<file path="config.mk">
export PLATFORM = sky130hd
export DESIGN_NAME = bitop_pipe
export DESIGN_NICKNAME = d
export VERILOG_FILES = /design/src/rtl/bitop_pipe.sv
export SDC_FILE = /design/constraint.sdc
export NUM_CORES = 1
export LEC_CHECK = 0
export ABC_AREA = 1
export BUFFER_PORTS_ARGS = -buffer_cell sky130_fd_sc_hd__buf_4
export CORE_MARGIN = 5
export CORE_UTILIZATION = 45
export DETAILED_ROUTE_END_ITERATION = 12
export GPL_TIMING_DRIVEN = 0
export PLACE_DENSITY = 0.73
export SYNTH_ARGS = -nofsm -noshare
export SYNTH_HDL_FRONTEND = slang
export SYNTH_SLANG_ARGS = --single-unit
export TNS_END_PERCENT = 50
</file>
<file path="constraint.sdc">
create_clock -name clk -period 4.7 [get_ports clk]
set_clock_uncertainty 0.05 [all_clocks]
set_input_delay 0.705 -clock clk [delete_from_list [all_inputs] [get_ports clk]]
set_output_delay 0.705 -clock clk [all_outputs]
set_load 0.01 [all_outputs]
</file>
<file path="src/rtl/bitop_pipe.sv">
// bitop_pipe: pipelined half-add / serial multi-beat adder with packet FSM and valid/ready flow control
module bitop_pipe #(
    parameter int WIDTH  = 8,
    parameter int STAGES = 2
) (
    input  logic             clk,
    input  logic             rst,
    input  logic             in_valid,
    output logic             in_ready,
    input  logic [WIDTH-1:0] in_a,
    input  logic [WIDTH-1:0] in_b,
    input  logic             in_mode,
    input  logic             in_last,
    output logic             out_valid,
    input  logic             out_ready,
    output logic [WIDTH-1:0] out_sum,
    output logic [WIDTH-1:0] out_carry,
    output logic             out_last,
    output logic [7:0]       out_beats
);
    typedef enum logic {IDLE, PKT} state_t;

    state_t           state;
    logic             carry_reg;
    logic [7:0]       beat_cnt;
    logic [STAGES-1:0] s_valid;
    logic [WIDTH-1:0] s_sum   [STAGES];
    logic [WIDTH-1:0] s_carry [STAGES];
    logic             s_last  [STAGES];
    logic [7:0]       s_beats [STAGES];
    logic             advance;
    logic             accept;
    logic             mode;
    logic             cin;
    logic             c;
    logic [WIDTH:0]   add;
    logic [WIDTH-1:0] nxt_sum;
    logic [WIDTH-1:0] nxt_carry;
    logic             nxt_last;
    logic [7:0]       nxt_beats;

    assign advance   = !out_valid || out_ready;
    assign in_ready  = advance;
    assign accept    = in_valid && advance;
    assign out_valid = s_valid[STAGES-1];
    assign out_sum   = s_sum[STAGES-1];
    assign out_carry = s_carry[STAGES-1];
    assign out_last  = s_last[STAGES-1];
    assign out_beats = s_beats[STAGES-1];

    // Result of the beat on the inputs; inside a packet the latched add mode overrides in_mode
    always_comb begin
        mode      = (state == PKT) || in_mode;
        cin       = (state == PKT) && carry_reg;
        add       = {1'b0, in_a} + {1'b0, in_b} + {{WIDTH{1'b0}}, cin};
        c         = add[WIDTH];
        nxt_sum   = mode ? add[WIDTH-1:0] : in_a ^ in_b;
        nxt_carry = mode ? WIDTH'(c) : in_a & in_b;
        nxt_last  = mode ? in_last : 1'b1;
        nxt_beats = (state == PKT) ? beat_cnt : 8'd0;
    end

    // Packet FSM with carry chain and saturating beat counter, advanced only by accepted add beats
    always_ff @(posedge clk or posedge rst) begin
        if (rst) begin
            state     <= IDLE;
            carry_reg <= 1'b0;
            beat_cnt  <= 8'd0;
        end else if (accept && mode) begin
            if (in_last) begin
                state     <= IDLE;
                carry_reg <= 1'b0;
                beat_cnt  <= 8'd0;
            end else begin
                state     <= PKT;
                carry_reg <= c;
                beat_cnt  <= (state == IDLE) ? 8'd1 : (beat_cnt == 8'hFF) ? beat_cnt : beat_cnt + 8'd1;
            end
        end
    end

    // Result pipeline: shifts on advance, stage 0 takes the new result or a bubble
    always_ff @(posedge clk or posedge rst) begin
        if (rst) begin
            s_valid <= '0;
            for (int i = 0; i < STAGES; i++) begin
                s_sum[i]   <= '0;
                s_carry[i] <= '0;
                s_last[i]  <= 1'b0;
                s_beats[i] <= 8'd0;
            end
        end else if (advance) begin
            s_valid[0] <= accept;
            s_sum[0]   <= nxt_sum;
            s_carry[0] <= nxt_carry;
            s_last[0]  <= nxt_last;
            s_beats[0] <= nxt_beats;
            for (int i = 1; i < STAGES; i++) begin
                s_valid[i] <= s_valid[i-1];
                s_sum[i]   <= s_sum[i-1];
                s_carry[i] <= s_carry[i-1];
                s_last[i]  <= s_last[i-1];
                s_beats[i] <= s_beats[i-1];
            end
        end
    end
endmodule
</file>
==> flow_summary.yaml <==
run_status:
  status: "completed"
placement:
  io_buffer_count: 48
  place.gp.congestion: 0.872
  dp_hpwl_mm: 5.14
layout:
  diodes: 0
  final_nets: 483
  seq_area_mm2: 0.00155
  drive_gt1_share_pct: 24.0
  multiInputGateArea_mm2: 0.00120
  final_common_cell: "nand2_1"
  final_core_util_pct: 57.3
  fill_cells: 603
  layout_common_cells: "115 x nand2_1, 72 x buf_4, 62 x dfrtp_1, 45 x inv_1, 36 x o21ai_0"
  area_growth_pct: 22.9
yosys:
  synthCells: 390
  synth.distinct_cells: 31
  async_flop_share_pct: 100
  muxShareOfSynthArea_pct: 0
  syn-num-nets: 423
  avgSynthCellArea_um2: 8.22
  synth-simple-area-share_pct: 23.0
  synth_top_family_by_area: "simple AND/OR/NAND/NOR gates"
  synth_area_mm2: 0.00320
  synth_xor_area_share_pct: 0.547
  synth_edf_count: 0
  synth_flop_cell: "dfrtp_1"
  synth_compound_gate_area_share_pct: 9.25
  synthAdderAreaFrac_pct: 4.76
  synth-seq-area-share_pct: 48.4
  ys_ff_latch: 62
  synth_warnings: 0
sta:
  slew_headroom_pct: 65.0
  setup_viol: 0
  tns_ns: 0
  layout_worst_path_cycle_share_pct: 50.8
  slew_viol_final: 0
  rsz0062_at_grt: "false"
  fmax_mhz: 419
  tightest_slew_ns: 0.524
  hold_ws_ns: 0.360
  period_needed_ns: 2.39
  hold_viol: 0
critical_path:
  crit_type: "reg -> reg"
  slowest_delay_ns: 0.44
  cp.arrival_ns: 2.57
  worst-path-buf-inv: 4
  crit_chain: "clkbuf_1 > nand2_1 > inv_1 > fa_1 > inv_1 > fa_1 > inv_1 > nand2_1 > nand3_1 > nand3_1 > nand3_1 > nand2_1"
  crit_fanout: 10
  required_ns: 4.88
  crit_path_end_kind: "flip-flop"
  slowest_stage: "dfrtp_1"
  startpoint_type: "flip-flop"
  crit_family: "adder cells"
floorplanning:
  die_w_um: 94.4
  num_rows: 30
  die_area_mm2: 0.00891
  initial_core_util_pct: 46.6
  core_mm2: 0.00687
  ioPinCount: 49
  die_h_um: 94.4
job:
  max-cap-violations: 0
route:
  routedWlPerCell_um: 12.3
  dr_total_vias: 2616
  drtPass1Iterations: 4
  wirelength_mm: 6.79
  vias_per_cell: 4.75
  drc: 0
  drtAntennaViolNets: 0
  drt_first_iter_violations: 131
global_routing:
  grt_pass1_wl_mm: 11.6
  antenna_found_initial: 0
  grt_usage_pct: 16.6
  grt_start_max_net_pins: 41
  grt_pass1_vias: 2517
  grt_overflow_total: 0
hold_path:
  hold_path.class: "in -> async"
cts:
  cts_tree: "built"
  cts_hold_buf: 0
  cts_max_level: 3
  path_clk_slew_ns: 0.07
  cts_root_buf: "clkbuf_8"
  insertion_delay_ns: 0.33
  cts_setup_buffers: 0
  cts_buffers: 9
  cts_sinks: 62
  postCtsResizedCells: 0
  cts_buffer_depth: 2
pwr:
  p_per_area_mw_per_mm2: 390
  irDropWorstVdd_mv: 0.145
  p_leak_uw: 0.00205
## power breakdown
group	internal (µW)	leakage, µW	switching [µW]	total, µW
registers	604	0.000811	43.2	647
clock network	327	0.000116	204	532
logic	163	0.00112	193	356
## per-layer routing
layer / GRT usage, % / routed length, µm / vias up
li1: - / - / 1327
met1: 23.0 / 3250 / 1216
met2: 25.7 / 3160 / 63
met3: 3.35 / 322 / 10
met4: 6.14 / 68 / 0
met5: 0 / 0 / -
## cell families after synthesis
family          after synthesis
fa+ha+maj                    11
xor+xnor                      2
simple gates                173
buf+inv                      88
flops                        62
compound gates               54
## per-stage QoR
step	instance area, µm²	cells	worst slack (ns)	power, µW
floorplan	3200	390	2.40	881
CTS	3940	551	2.30	1550
finish	3940	551	2.31	1530
global placement	3680	534	1.72	1000
global route	3940	551	2.12	1630
detailed placement	3700	535	2.31	1010
## path summary, 6_finish.rpt
path	from	end	slack, ns	cells after the start
setup / recovery	state	s_sum[14]	2.31	12
hold / removal	rst	out_beats[5]	0.36	2
setup reg to reg	state	s_sum[14]	2.31	12
hold reg to reg	out_sum[7]	out_sum[7]	0.42	2
max in group asynchronous	rst	out_carry[3]	3.66	3
min in group clk	out_sum[7]	out_sum[7]	0.42	2
## cell usage after synthesis, drive strengths merged (2+ instances only)
cell	n	area (µm²)
ha	9	113
o21bai	2	18.8
buf	33	240
o21ai	37	185
o22ai	3	18.8
dfrtp	62	1550
nand3	33	170
nand2	118	450
clkbuf	6	22.5
nand4	2	12.5
fa	2	40.0
xor2	2	17.5
a21oi	9	48.8
nor2	18	90.1
inv	49	186
## layout make-up
cell class              instances  share of cell area, %
flip-flops and latches         62                   39.4
multi-input cells             240                   30.6
repair buffers                 49                   9.66
plain buffers                  39                   6.67
inverters                      49                   4.73
clock buffers                  11                   3.84
well taps                      96                   3.05
clock inverters                 5                   2.07
Power figures use the tool's default switching activity.
